`src/rtl/ddr_wr_pkg.sv`:
```
// Shared types and AXI constants for the DDR line-write AXI master.
package ddr_wr_pkg;

   typedef enum logic [2:0] {
      ST_IDLE = 3'd0,
      ST_AW   = 3'd1,
      ST_W    = 3'd2,
      ST_B    = 3'd3,
      ST_DONE = 3'd4
   } wr_state_e;

   localparam logic [1:0] BURST_INCR  = 2'b01;
   localparam logic [1:0] RESP_OKAY   = 2'b00;
   localparam logic [1:0] RESP_SLVERR = 2'b10;

   // AXI size code for one data beat; the beat is 8*dq_width bits wide.
   function automatic logic [2:0] axsize_f(input int dq_width);
      return 3'($clog2(dq_width));
   endfunction

endpackage

```
`src/rtl/ddr_wr_axi_master.sv`:
```
// Turns write-buffer line requests into AXI4 INCR write bursts of at most
// MAX_BURST beats, pulling data words with a same-cycle req/data handshake.
module ddr_wr_axi_master
   import ddr_wr_pkg::*;
#(
   parameter int ADDR_WIDTH     = 27,
   parameter int DQ_WIDTH       = 16,
   parameter int LEN_WIDTH      = 16,
   parameter int AXI_ADDR_WIDTH = 28,
   parameter int MAX_BURST      = 128
) (
   input  logic                      ddr_clk,
   input  logic                      ddr_rstn,
   input  logic                      ddr_wreq,
   input  logic [ADDR_WIDTH-1:0]     ddr_waddr,
   input  logic [LEN_WIDTH-1:0]      ddr_wr_len,
   output logic                      ddr_wrdy,
   output logic                      ddr_wdone,
   input  logic [8*DQ_WIDTH-1:0]     ddr_wdata,
   output logic                      ddr_wdata_req,
   output logic [AXI_ADDR_WIDTH-1:0] awaddr,
   output logic [7:0]                awlen,
   output logic [2:0]                awsize,
   output logic [1:0]                awburst,
   output logic                      awvalid,
   input  logic                      awready,
   output logic [8*DQ_WIDTH-1:0]     wdata,
   output logic [DQ_WIDTH-1:0]       wstrb,
   output logic                      wlast,
   output logic                      wvalid,
   input  logic                      wready,
   input  logic [1:0]                bresp,
   input  logic                      bvalid,
   output logic                      bready,
   output logic                      wr_err,
   output logic                      busy
);

   localparam int SUBW       = $clog2(MAX_BURST + 1);
   localparam int ADDR_SHIFT = $clog2(DQ_WIDTH / 8);
   localparam logic [LEN_WIDTH-1:0] MAX_LEN = LEN_WIDTH'(MAX_BURST);
   localparam logic [SUBW-1:0]      SUB_MAX = SUBW'(MAX_BURST);
   localparam logic [SUBW-1:0]      SUB_ONE = {{(SUBW-1){1'b0}}, 1'b1};
   localparam logic [2:0]           AW_SIZE = axsize_f(DQ_WIDTH);

   wr_state_e                 state_r;
   wr_state_e                 state_s;

   logic [ADDR_WIDTH-1:0]     word_addr_r;
   logic [LEN_WIDTH-1:0]      remaining_r;
   logic [SUBW-1:0]           sub_len_r;
   logic [SUBW-1:0]           beat_cnt_r;

   logic [AXI_ADDR_WIDTH-1:0] awaddr_r;
   logic [7:0]                awlen_r;
   logic                      awvalid_r;
   logic [8*DQ_WIDTH-1:0]     wdata_r;
   logic [DQ_WIDTH-1:0]       wstrb_r;
   logic                      wlast_r;
   logic                      wvalid_r;
   logic                      bready_r;
   logic                      wrdy_r;
   logic                      wdone_r;
   logic                      wr_err_r;
   logic                      busy_r;

   logic                      aw_hs_s;
   logic                      w_hs_s;
   logic                      b_hs_s;
   logic                      data_req_s;
   logic [LEN_WIDTH-1:0]      rem_after_s;
   logic [ADDR_WIDTH-1:0]     addr_after_s;
   logic [LEN_WIDTH-1:0]      load_rem_s;
   logic [ADDR_WIDTH-1:0]     load_addr_s;
   logic [SUBW-1:0]           load_sub_s;
   logic                      load_aw_s;

   // Handshakes, the word-pull request and the next-burst address/length.
   always_comb begin
      aw_hs_s      = awvalid_r & awready;
      w_hs_s       = wvalid_r & wready;
      b_hs_s       = bready_r & bvalid;
      data_req_s   = (state_r == ST_W) && (beat_cnt_r < sub_len_r) && (!wvalid_r || wready);
      rem_after_s  = remaining_r - LEN_WIDTH'(sub_len_r);
      // One data word spans eight DQ words.
      addr_after_s = word_addr_r + (ADDR_WIDTH'(sub_len_r) << 3'd3);
      if (state_r == ST_IDLE) begin
         load_rem_s  = ddr_wr_len;
         load_addr_s = ddr_waddr;
      end else begin
         load_rem_s  = rem_after_s;
         load_addr_s = addr_after_s;
      end
      if (load_rem_s > MAX_LEN) begin
         load_sub_s = SUB_MAX;
      end else begin
         load_sub_s = load_rem_s[SUBW-1:0];
      end
      load_aw_s = (state_s == ST_AW) && (state_r != ST_AW);
   end

   // Next-state decode for the request/burst sequencer.
   always_comb begin
      state_s = state_r;
      case (state_r)
         ST_IDLE: begin
            if (ddr_wreq) begin
               if (ddr_wr_len == {LEN_WIDTH{1'b0}}) begin
                  state_s = ST_DONE;
               end else begin
                  state_s = ST_AW;
               end
            end else begin
               state_s = ST_IDLE;
            end
         end
         ST_AW: begin
            if (aw_hs_s) begin
               state_s = ST_W;
            end else begin
               state_s = ST_AW;
            end
         end
         ST_W: begin
            if (w_hs_s && wlast_r) begin
               state_s = ST_B;
            end else begin
               state_s = ST_W;
            end
         end
         ST_B: begin
            if (b_hs_s) begin
               if (rem_after_s != {LEN_WIDTH{1'b0}}) begin
                  state_s = ST_AW;
               end else begin
                  state_s = ST_DONE;
               end
            end else begin
               state_s = ST_B;
            end
         end
         ST_DONE: state_s = ST_IDLE;
         default: state_s = ST_IDLE;
      endcase
   end

   // Sequencer state register.
   always_ff @(posedge ddr_clk) begin
      if (!ddr_rstn) begin
         state_r <= ST_IDLE;
      end else begin
         state_r <= state_s;
      end
   end

   // Request bookkeeping, AW/W channel registers and status pulses.
   always_ff @(posedge ddr_clk) begin
      if (!ddr_rstn) begin
         word_addr_r <= {ADDR_WIDTH{1'b0}};
         remaining_r <= {LEN_WIDTH{1'b0}};
         sub_len_r   <= {SUBW{1'b0}};
         beat_cnt_r  <= {SUBW{1'b0}};
         awaddr_r    <= {AXI_ADDR_WIDTH{1'b0}};
         awlen_r     <= 8'd0;
         awvalid_r   <= 1'b0;
         wdata_r     <= {(8*DQ_WIDTH){1'b0}};
         wstrb_r     <= {DQ_WIDTH{1'b0}};
         wlast_r     <= 1'b0;
         wvalid_r    <= 1'b0;
         bready_r    <= 1'b0;
         wrdy_r      <= 1'b0;
         wdone_r     <= 1'b0;
         wr_err_r    <= 1'b0;
         busy_r      <= 1'b0;
      end else begin
         if ((state_r == ST_IDLE) && ddr_wreq) begin
            word_addr_r <= ddr_waddr;
            remaining_r <= ddr_wr_len;
         end else if (b_hs_s) begin
            word_addr_r <= addr_after_s;
            remaining_r <= rem_after_s;
         end
         if (b_hs_s && (bresp != RESP_OKAY)) begin
            wr_err_r <= 1'b1;
         end
         if (load_aw_s) begin
            awvalid_r <= 1'b1;
            awaddr_r  <= AXI_ADDR_WIDTH'(load_addr_s) << ADDR_SHIFT;
            awlen_r   <= 8'(load_sub_s - SUB_ONE);
            sub_len_r <= load_sub_s;
         end else if (aw_hs_s) begin
            awvalid_r <= 1'b0;
         end
         if (aw_hs_s) begin
            beat_cnt_r <= {SUBW{1'b0}};
         end else if (data_req_s) begin
            beat_cnt_r <= beat_cnt_r + SUB_ONE;
         end
         // The W register refills in the cycle it drains, so a ready
         // slave sees one beat per cycle.
         if (data_req_s) begin
            wdata_r  <= ddr_wdata;
            wvalid_r <= 1'b1;
            wstrb_r  <= {DQ_WIDTH{1'b1}};
            wlast_r  <= (beat_cnt_r == (sub_len_r - SUB_ONE));
         end else if (w_hs_s) begin
            wvalid_r <= 1'b0;
            wlast_r  <= 1'b0;
         end
         wrdy_r   <= (state_r == ST_IDLE) && (state_s == ST_AW);
         wdone_r  <= (state_s == ST_DONE);
         bready_r <= (state_s == ST_B);
         busy_r   <= (state_s != ST_IDLE);
      end
   end

   assign ddr_wrdy      = wrdy_r;
   assign ddr_wdone     = wdone_r;
   assign ddr_wdata_req = data_req_s;
   assign awaddr        = awaddr_r;
   assign awlen         = awlen_r;
   assign awsize        = AW_SIZE;
   assign awburst       = BURST_INCR;
   assign awvalid       = awvalid_r;
   assign wdata         = wdata_r;
   assign wstrb         = wstrb_r;
   assign wlast         = wlast_r;
   assign wvalid        = wvalid_r;
   assign bready        = bready_r;
   assign wr_err        = wr_err_r;
   assign busy          = busy_r;

endmodule
```
`config.mk`:
```
export PLATFORM = sky130hd
export DESIGN_NAME = ddr_wr_axi_master
export DESIGN_NICKNAME = d
export VERILOG_FILES = /design/src/rtl/ddr_wr_pkg.sv /design/src/rtl/ddr_wr_axi_master.sv
export SDC_FILE = /design/constraint.sdc
export NUM_CORES = 1
export LEC_CHECK = 0
export ABC_AREA = 0
export CAP_MARGIN = 10
export CORE_ASPECT_RATIO = 1.4
export CORE_MARGIN = 3
export CORE_UTILIZATION = 42
export DETAILED_ROUTE_END_ITERATION = 16
export PLACE_DENSITY = 0.88
export SLEW_MARGIN = 20
export SYNTH_ARGS = -nofsm -noshare
export SYNTH_HDL_FRONTEND = slang
export SYNTH_SLANG_ARGS = --single-unit
```
`constraint.sdc`:
```
create_clock -name ddr_clk -period 3.68 [get_ports ddr_clk]
set_input_delay 0.552 -clock ddr_clk [delete_from_list [all_inputs] [get_ports ddr_clk]]
set_output_delay 0.552 -clock ddr_clk [all_outputs]
set_load 0.01 [all_outputs]
```
==> results of run 1 <==
how the worst max path moves through the flow:
stage	startpoint	endpoint	slack [ns]	cells after the start
finish	remaining_r[0]	awlen[4]	0.17	14
global route	sub_len_r[3]	awlen[4]	-0.0003	13
CTS	sub_len_r[4]	awlen[4]	0.04	13
detailed placement	sub_len_r[4]	awlen[4]	0.006	13
global placement	sub_len_r[4]	awlen[4]	0.11	13
floorplan	sub_len_r[1]	awlen[4]	0.05	15
per-stage QoR:
| step | hold WS [ns] | cell area, um^2 | total power [uW] | utilization [%] |
|---|---|---|---|---|
| floorplan | 0.437 | 11000 | 3330 | - |
| detailed placement | 0.446 | 14900 | 3810 | 58.2 |
| CTS | 0.454 | 15800 | 6660 | 61.9 |
| global route | 0.472 | 15900 | 6870 | 62.1 |
| global placement | 0.434 | 14900 | 3790 | 58.2 |
| finish | 0.454 | 15900 | 6630 | 62.1 |
sequential cells by signal (all words and copies together) (netlist names):
name	count
bready	1
awaddr	27
state_r	3
awvalid	1
wr_err	1
wstrb	1
remaining_r	16
wvalid	1
awlen	8
beat_cnt_r	8
ddr_wdone	1
sub_len_r	8
ddr_wrdy	1
wdata	128
wlast	1
busy	1
word_addr_r	27
placed cells by master, fill, tap and decap left out, drive strengths merged, types with 6 or more instances in the layout:
cell type and count:
or3 7, nand2b 7, o21a 9, a211oi 17, nand4 15, nor3 22, a21oi 198, mux2i 6
and2 9, nand2 372, clkdlybuf4s50 365, o31ai 8, clkbuf 29, conb 6, a311oi 18, nand3 25
nor4 8, nor2b 7, o21ai 45, nor2 106, or2 7, inv 25, ha 27, o211ai 7
xnor2 29, bufinv 7, and3 8, buf 38, a22o 6, xor2 38, dfxtp 234
report_power, final:
| group | total [uW] | switching (uW) | internal, uW |
|---|---|---|---|
| Combinational | 1070 | 540 | 533 |
| Sequential | 2710 | 85.4 | 2630 |
| Clock | 2850 | 1060 | 1790 |
| Total | 6630 | 1680 | 4950 |
repair_timing:
item | in CTS | in global routing
endpoints found under the setup margin | 2 | 9
pin swaps | 0 | 4
resized for setup | 3 | 18
hold buffers | 0 | 0
critical path: stages, from the launching register on:
cell and delay [ns]:
sky130_fd_sc_hd__dfxtp_1 0.34, sky130_fd_sc_hd__inv_1 0.05, sky130_fd_sc_hd__ha_1 0.26, sky130_fd_sc_hd__fa_1 0.43, sky130_fd_sc_hd__nor2b_2 0.17, sky130_fd_sc_hd__o221a_4 0.25
sky130_fd_sc_hd__o31ai_4 0.11, sky130_fd_sc_hd__xor2_1 0.17, sky130_fd_sc_hd__or3_4 0.42, sky130_fd_sc_hd__o31ai_4 0.25, sky130_fd_sc_hd__and2_4 0.19, sky130_fd_sc_hd__nand2_1 0.05
sky130_fd_sc_hd__ha_2 0.22, sky130_fd_sc_hd__mux2_2 0.28, sky130_fd_sc_hd__o311ai_2 0.20
final cells by class:
type / count / area [um^2]
Tap cell: 319 / 399
Inverter: 24 / 97.6
Timing Repair Buffer: 404 / 3990
Clock buffer: 28 / 667
Clock inverter: 15 / 265
Multi-Input combinational cell: 1044 / 5780
Sequential cell: 234 / 4690
Fill cell: 2079 / 9670
logic make-up (layout without fill, tap and decap cells):
logic type | Yosys count | in the layout | share of synthesized area (%)
other | 2 | 6 | 0.0686
AOI/OAI and AO/OA | 330 | 330 | 18.4
adders and majority gates | 29 | 29 | 3.45
and+or+nand+nor | 605 | 605 | 23.8
DFF | 234 | 234 | 42.8
buffers and inverters | 133 | 471 | 5.41
xor gates and xnor gates | 67 | 67 | 5.36
muxes | 7 | 7 | 0.652
metal layers:
layer / track usage, % / vias to the layer above
met1: 24.7 / 5189
met2: 44.6 / 448
met3: 6.90 / 96
met4: 12.4 / 0
met5: 0 / -
li1: - / 5389
==> reports/summary.json, run 1 <==
{
  "maxUsedRoutingLayer": "met4",
  "status": "finished clean",
  "detail-route-antenna-nets": 0,
  "numPlacedInstances": 2025,
  "clk_pin_slew_ns": 0.07,
  "r2r-start": "remaining_r[0]",
  "finish.net_count": 1940,
  "post_synthesis_mean_instance_area_um2": 7.78,
  "post_synth_main_area_contributors": "sky130_fd_sc_hd__dfxtp_1 43%, sky130_fd_sc_hd__nand2_1 13%, sky130_fd_sc_hd__a21oi_1 9.0%",
  "yosys.area.top_type_share_pct": 42.8,
  "max_cap_viol_count": 0,
  "detailed_place_hpwl_um": 26300,
  "die_w_um": 142,
  "synth.most_common_cell": "sky130_fd_sc_hd__nand2_1",
  "grt_pass1_wl_um": 56000,
  "synth_instances": 1407,
  "reg2reg_depth": 14,
  "initial_core_util_pct": 42.8,
  "slew_headroom_pct": 50.2,
  "final_layout_size_suffix_gt1_share_pct": 7.15,
  "worst_pin_slew_ns": 0.747,
  "post_cts_setup_repair_bufs": 0,
  "design.die.area_um2": 28100,
  "boundaryPins": 373,
  "synth_commonest_cells": "371 x sky130_fd_sc_hd__nand2_1, 234 x sky130_fd_sc_hd__dfxtp_1, 197 x sky130_fd_sc_hd__a21oi_1, 104 x sky130_fd_sc_hd__nor2_1, 80 x sky130_fd_sc_hd__clkbuf_1",
  "dr.first_iter.drc_count": 498,
  "end_kind": "register",
  "timing.final.max_slew_violations": 0,
  "worstSkewPairLatency_ns": 0.53,
  "cts_root_buf": "sky130_fd_sc_hd__clkbuf_16",
  "critPathMaxFanout": 7,
  "met3WireLength_um": 2940,
  "dr_pass1_iterations": 4,
  "synthesis.area_um2": 10900,
  "timing.final.ws_setup_ns": 0.173,
  "final-setup-viol-count": 0,
  "port-buffer-count": 366,
  "p_leak_uw": 0.00558,
  "worst_setup_path_start_kind": "register",
  "synth-edff-count": 0,
  "syn_to_final_growth_pct": 45.1,
  "drc_errors": 0,
  "groute.usage.overall_pct": 24.3,
  "grt_antenna_before_repair": 1,
  "wl_per_cell_um": 17.5,
  "synth.lib_cells_used.distinct": 71,
  "yosys_register_bits": 234,
  "largest_net_degree_at_the_start_of_global_routing": 135,
  "clock_sink_count": 234,
  "synth-seq-area-share_pct": 42.8,
  "maxClockFrequency_mhz": 285,
  "first_global_vias": 11263,
  "endpoint_with_the_worst_hold_slack": "wdata[48]",
  "critPathRequiredTime_ns": 4.10,
  "share_of_the_clock_period_used_by_the_worst_path_pct": 95.3,
  "final.setup.tns_ns": 0,
  "instances_no_fill": 2068,
  "die_height_um": 197,
  "drt-vias-per-instance": 5.38,
  "cts_buffers": 24,
  "pre_cts_ws_ns": 0.00649,
  "finalHoldViolations": 0,
  "number_of_cells_on_the_worst_hold_path": 2,
  "hold_class": "register to register",
  "antenna_cells_inserted": 0,
  "synth_top_cell_by_area": "sky130_fd_sc_hd__dfxtp_1",
  "critical_path_arrival_ns": 3.93,
  "hp-start": "wdata[48]",
  "synth-async-reset-ratio_pct": 0,
  "postRouteWirelength_um": 36100,
  "rows": 69,
  "h_tree_depth": 1,
  "period_minus_slack_ns": 3.51,
  "total_vias_in_the_final_route": 11122,
  "power-per-cell-area_nw_per_um2": 418,
  "cts_tree": "built",
  "core_region_area_um2": 25600,
  "max-vdd-ir-drop_uv": 386,
  "sum_of_met2_wire_segment_lengths_after_detailed_routing_um": 18700,
  "fin_skew_ns": 0.0241,
  "yosys_warnings": 0,
  "overflow": 0,
  "worst-r2r-setup-slack_ns": 0.17,
  "regToRegEndpoint": "awlen[4]",
  "synth_top_flop_cell": "sky130_fd_sc_hd__dfxtp_1",
  "timing.setup.critical_path_class": "register to register",
  "metal_1_wl_um": 12600,
  "place.gp.congestion": 0.961,
  "longest_clk_path_bufs": 3
}
No activity file was read; power rests on OpenSTA's default activity.
==> run 2, diff against run 1 <==
--- a/config.mk
+++ b/config.mk
@@ -11,7 +11,7 @@
 export CORE_MARGIN = 3
 export CORE_UTILIZATION = 42
 export DETAILED_ROUTE_END_ITERATION = 16
-export PLACE_DENSITY = 0.88
+export PLACE_DENSITY = 0.78
 export SLEW_MARGIN = 20
 export SYNTH_ARGS = -nofsm -noshare
 export SYNTH_HDL_FRONTEND = slang
==> run 2 against run 1 <==
Against the previous run: sequential cell count did not move; core utilization increased by 0.059 points; highest routed layer unchanged; via count about the same; total power decreased by 3.6%; largest cell class unchanged.
==> reports/summary.json, run 2 (synthesized netlist as in run 1, its figures left out) <==
{
  "clockPowerShare": {"value": 40.4, "unit": "%", "change": "was 42.9%"},
  "layout_common_cells": {"value": "369 x sky130_fd_sc_hd__nand2_1, 365 x sky130_fd_sc_hd__clkdlybuf4s50_1, 233 x sky130_fd_sc_hd__dfxtp_1, 197 x sky130_fd_sc_hd__a21oi_1, 103 x sky130_fd_sc_hd__nor2_1", "change": "was 370 x sky130_fd_sc_hd__nand2_1, 365 x sky130_fd_sc_hd__clkdlybuf4s50_1, 233 x sky130_fd_sc_hd__dfxtp_1, 197 x sky130_fd_sc_hd__a21oi_1, 103 x sky130_fd_sc_hd__nor2_1"},
  "fin_skew": {"value": 0.00990, "unit": "ns", "change": "was 0.0241 ns"},
  "p_leak": {"value": 0.00563, "unit": "uW", "change": "was 0.00558 uW"},
  "drt-vias-per-instance": {"value": 5.33, "change": "was 5.38"},
  "rows": {"value": 69, "change": "unchanged"},
  "cts_buffers": {"value": 25, "change": "was 24"},
  "boundaryPins": {"value": 373, "change": "unchanged"},
  "worst_hold_margin": {"value": 0.453, "unit": "ns", "change": "was 0.454 ns"},
  "hold_class": {"value": "register to register", "change": "unchanged"},
  "timing.final.max_slew_violations": {"value": 0, "change": "unchanged"},
  "utilization": {"value": 62.2, "unit": "%", "change": "was 62.1%"},
  "maxClockFrequency": {"value": 273, "unit": "MHz", "change": "was 285 MHz"},
  "design.die.area": {"value": 28100, "unit": "um^2", "change": "unchanged"},
  "total_vias_in_the_final_route": {"value": 11127, "change": "was 11122"},
  "worst-r2r-setup-slack": {"value": 0.02, "unit": "ns", "change": "was 0.17 ns"},
  "maxUsedRoutingLayer": {"value": "met4", "change": "unchanged"},
  "metal_1_wl": {"value": 13200, "unit": "um", "change": "was 12600 um"},
  "worst_pin_slew": {"value": 0.958, "unit": "ns", "change": "was 0.747 ns"},
  "p_comb_share": {"value": 17.2, "unit": "%", "change": "was 16.2%"},
  "slew_headroom": {"value": 36.1, "unit": "%", "change": "was 50.2%"},
  "timing.setup.critical_path_class": {"value": "register to register", "change": "unchanged"},
  "critical_path_arrival": {"value": 4.10, "unit": "ns", "change": "was 3.93 ns"},
  "die_w": {"value": 142, "unit": "um", "change": "unchanged"},
  "wl_per_cell": {"value": 17.2, "unit": "um", "change": "was 17.5 um"},
  "worstSkewPairLatency": {"value": 0.53, "unit": "ns", "change": "about the same"},
  "grt_antenna_before_repair": {"value": 1, "change": "unchanged"},
  "regToRegEndpoint": {"value": "awlen[4]", "change": "unchanged"},
  "hp-start": {"value": "wdata[7]", "change": "was wdata[48]"},
  "place_area": {"value": 14900, "unit": "um^2", "change": "about the same"},
  "max-vdd-ir-drop": {"value": 371, "unit": "uV", "change": "was 386 uV"},
  "cell_internal_pwr": {"value": 4710, "unit": "uW", "change": "was 4950 uW"},
  "detail-route-antenna-nets": {"value": 0, "change": "unchanged"},
  "cts_root_buf": {"value": "sky130_fd_sc_hd__clkbuf_16", "change": "unchanged"},
  "postRouteWirelength": {"value": 35900, "unit": "um", "change": "was 36100 um"},
  "layout.cells.most_common": {"value": "sky130_fd_sc_hd__nand2_1", "change": "unchanged"},
  "finalHoldViolations": {"value": 0, "change": "unchanged"},
  "clk_pin_slew": {"value": 0.06, "unit": "ns", "change": "was 0.07 ns"},
  "power_switching": {"value": 1680, "unit": "uW", "change": "about the same"},
  "endpoint_with_the_worst_hold_slack": {"value": "wdata[7]", "change": "was wdata[48]"},
  "longest_clk_path_bufs": {"value": 3, "change": "unchanged"},
  "place.gp.congestion": {"value": 0.903, "change": "was 0.961"},
  "final_layout_size_suffix_gt1_share": {"value": 7.86, "unit": "%", "change": "was 7.15%"},
  "critPathRequiredTime": {"value": 4.12, "unit": "ns", "change": "was 4.10 ns"},
  "first_global_vias": {"value": 10942, "change": "was 11263"},
  "dr.first_iter.drc_count": {"value": 593, "change": "was 498"},
  "core_region_area": {"value": 25600, "unit": "um^2", "change": "unchanged"},
  "initial_core_util": {"value": 42.8, "unit": "%", "change": "unchanged"},
  "drc_errors": {"value": 0, "change": "unchanged"},
  "worst_setup_path_start_kind": {"value": "register", "change": "unchanged"},
  "critPathMaxFanout": {"value": 5, "change": "was 7"},
  "met3WireLength": {"value": 2810, "unit": "um", "change": "was 2940 um"},
  "status": {"value": "finished clean", "change": "unchanged"},
  "grt_pass1_wl": {"value": 55300, "unit": "um", "change": "was 56000 um"},
  "power.share.switching": {"value": 26.3, "unit": "%", "change": "was 25.4%"},
  "power-per-cell-area": {"value": 402, "unit": "nW/um^2", "change": "was 418 nW/um^2"},
  "sum_of_met2_wire_segment_lengths_after_detailed_routing": {"value": 18400, "unit": "um", "change": "was 18700 um"},
  "period_minus_slack": {"value": 3.66, "unit": "ns", "change": "was 3.51 ns"},
  "r2r-start": {"value": "sub_len_r[1]", "change": "was remaining_r[0]"},
  "number_of_cells_on_the_worst_hold_path": {"value": 2, "change": "unchanged"},
  "syn_to_final_growth": {"value": 45.2, "unit": "%", "change": "was 45.1%"},
  "clock_sink_count": {"value": 234, "change": "unchanged"},
  "groute.usage.overall": {"value": 23.9, "unit": "%", "change": "was 24.3%"},
  "cts_tree": {"value": "built", "change": "unchanged"},
  "largest_net_degree_at_the_start_of_global_routing": {"value": 135, "change": "unchanged"},
  "seqPwrFrac": {"value": 42.5, "unit": "%", "change": "was 40.9%"},
  "h_tree_depth": {"value": 1, "change": "unchanged"},
  "rsz0062_at_grt": "yes",
  "finish.net_count": {"value": 1961, "change": "was 1940"},
  "port-buffer-count": {"value": 366, "change": "unchanged"},
  "end_kind": {"value": "register", "change": "unchanged"},
  "reg2reg_depth": {"value": 15, "change": "was 14"},
  "final-setup-viol-count": {"value": 0, "change": "unchanged"},
  "max_cap_viol_count": {"value": 0, "change": "unchanged"},
  "share_of_the_clock_period_used_by_the_worst_path": {"value": 99.5, "unit": "%", "change": "was 95.3%"},
  "number_of_flip_flops_in_the_largest_register": {"value": 128, "change": "unchanged"},
  "overflow": {"value": 0, "change": "unchanged"},
  "dr_pass1_iterations": {"value": 5, "change": "was 4"},
  "detailed_place_hpwl": {"value": 25600, "unit": "um", "change": "was 26300 um"},
  "stdcell_area": {"value": 15900, "unit": "um^2", "change": "about the same"},
  "die_height": {"value": 197, "unit": "um", "change": "unchanged"}
}
-- run 2: metal layers --
metal / GRT usage [%] / up-vias
li1: - / 5430
met1: 26.0 / 5164
met2: 44.0 / 435
met3: 6.25 / 98
met4: 9.16 / 0
met5: 0 / -
-- run 2: area by class of cell --
| type | instances | area [um^2] |
|---|---|---|
| flip-flops and latches | 234 | 4690 |
| repair buffers | 422 | 4100 |
| multi-input cells | 1046 | 5780 |
| well taps | 319 | 399 |
| diodes | 1 | 2.50 |
| fillers | 2201 | 9660 |
| clock buffers | 32 | 692 |
| inverters | 24 | 97.6 |
| clock inverters | 10 | 138 |
-- run 2: stage by stage --
stage	total power (uW)	TNS [ns]	setup WS [ns]	instances
global placement	3800	0	0.0610	2032
floorplan	3330	0	0.0512	1411
detailed placement	3820	-0.249	-0.0621	2032
global route	6650	-0.181	-0.0549	2088
finish	6390	0	0.0194	2088
CTS	6420	0	0.0385	2074
-- run 2: worst max path at each step --
stage | from | to | slack (ns) | cells after the start
after detailed placement | sub_len_r[1] | awaddr[19] | -0.06 | 14
final | sub_len_r[1] | awlen[4] | 0.02 | 15
after global placement | sub_len_r[1] | awaddr[19] | 0.06 | 14
after global routing | sub_len_r[1] | awlen[4] | -0.05 | 16
after floorplan | sub_len_r[1] | awlen[4] | 0.05 | 15
after CTS | sub_len_r[1] | awaddr[21] | 0.04 | 14
-- run 2: power groups by stage --
| stage | logic (uW) | clock network [uW] | registers (uW) |
|---|---|---|---|
| finish | 1100 | 2580 | 2710 |
| global route | 1190 | 2740 | 2720 |
| CTS | 1060 | 2640 | 2710 |
| detailed placement | 1050 | 0 | 2770 |
| global placement | 1040 | 0 | 2770 |
| floorplan | 565 | 0 | 2760 |
-- run 2: worst max-delay path: stages, from the launching register on --
cell                        delay [ns]
sky130_fd_sc_hd__dfxtp_4          0.38
sky130_fd_sc_hd__inv_1            0.07
sky130_fd_sc_hd__ha_1             0.29
sky130_fd_sc_hd__nor2b_2          0.15
sky130_fd_sc_hd__o2111ai_1        0.15
sky130_fd_sc_hd__buf_4            0.20
sky130_fd_sc_hd__a2111oi_4        0.39
sky130_fd_sc_hd__nor4_2           0.11
sky130_fd_sc_hd__xor2_1           0.15
sky130_fd_sc_hd__or3_4            0.44
sky130_fd_sc_hd__o31ai_4          0.25
sky130_fd_sc_hd__and2_4           0.20
sky130_fd_sc_hd__nand2_1          0.09
sky130_fd_sc_hd__ha_4             0.20
sky130_fd_sc_hd__mux2_2           0.29
sky130_fd_sc_hd__o311ai_4         0.21
-- run 2: timing repair --
item	CTS	global route
buffers inserted	0	11
hold buffers	0	0
hold endpoints to repair	0	0
pin swaps	0	11
resized for setup	5	13
setup endpoints to repair	17	28
gates cloned	0	2
==> run 3, diff against run 2 <==
--- a/config.mk
+++ b/config.mk
@@ -6,10 +6,12 @@
 export NUM_CORES = 1
 export LEC_CHECK = 0
 export ABC_AREA = 0
+export ABC_CLOCK_PERIOD_IN_PS = 3680
 export CAP_MARGIN = 10
 export CORE_ASPECT_RATIO = 1.4
 export CORE_MARGIN = 3
 export CORE_UTILIZATION = 42
+export CTS_CLUSTER_SIZE = 30
 export DETAILED_ROUTE_END_ITERATION = 16
 export PLACE_DENSITY = 0.78
 export SLEW_MARGIN = 20
==> results of run 3 <==
No change in the layout: final DEF, timing and power equal those of run 2.
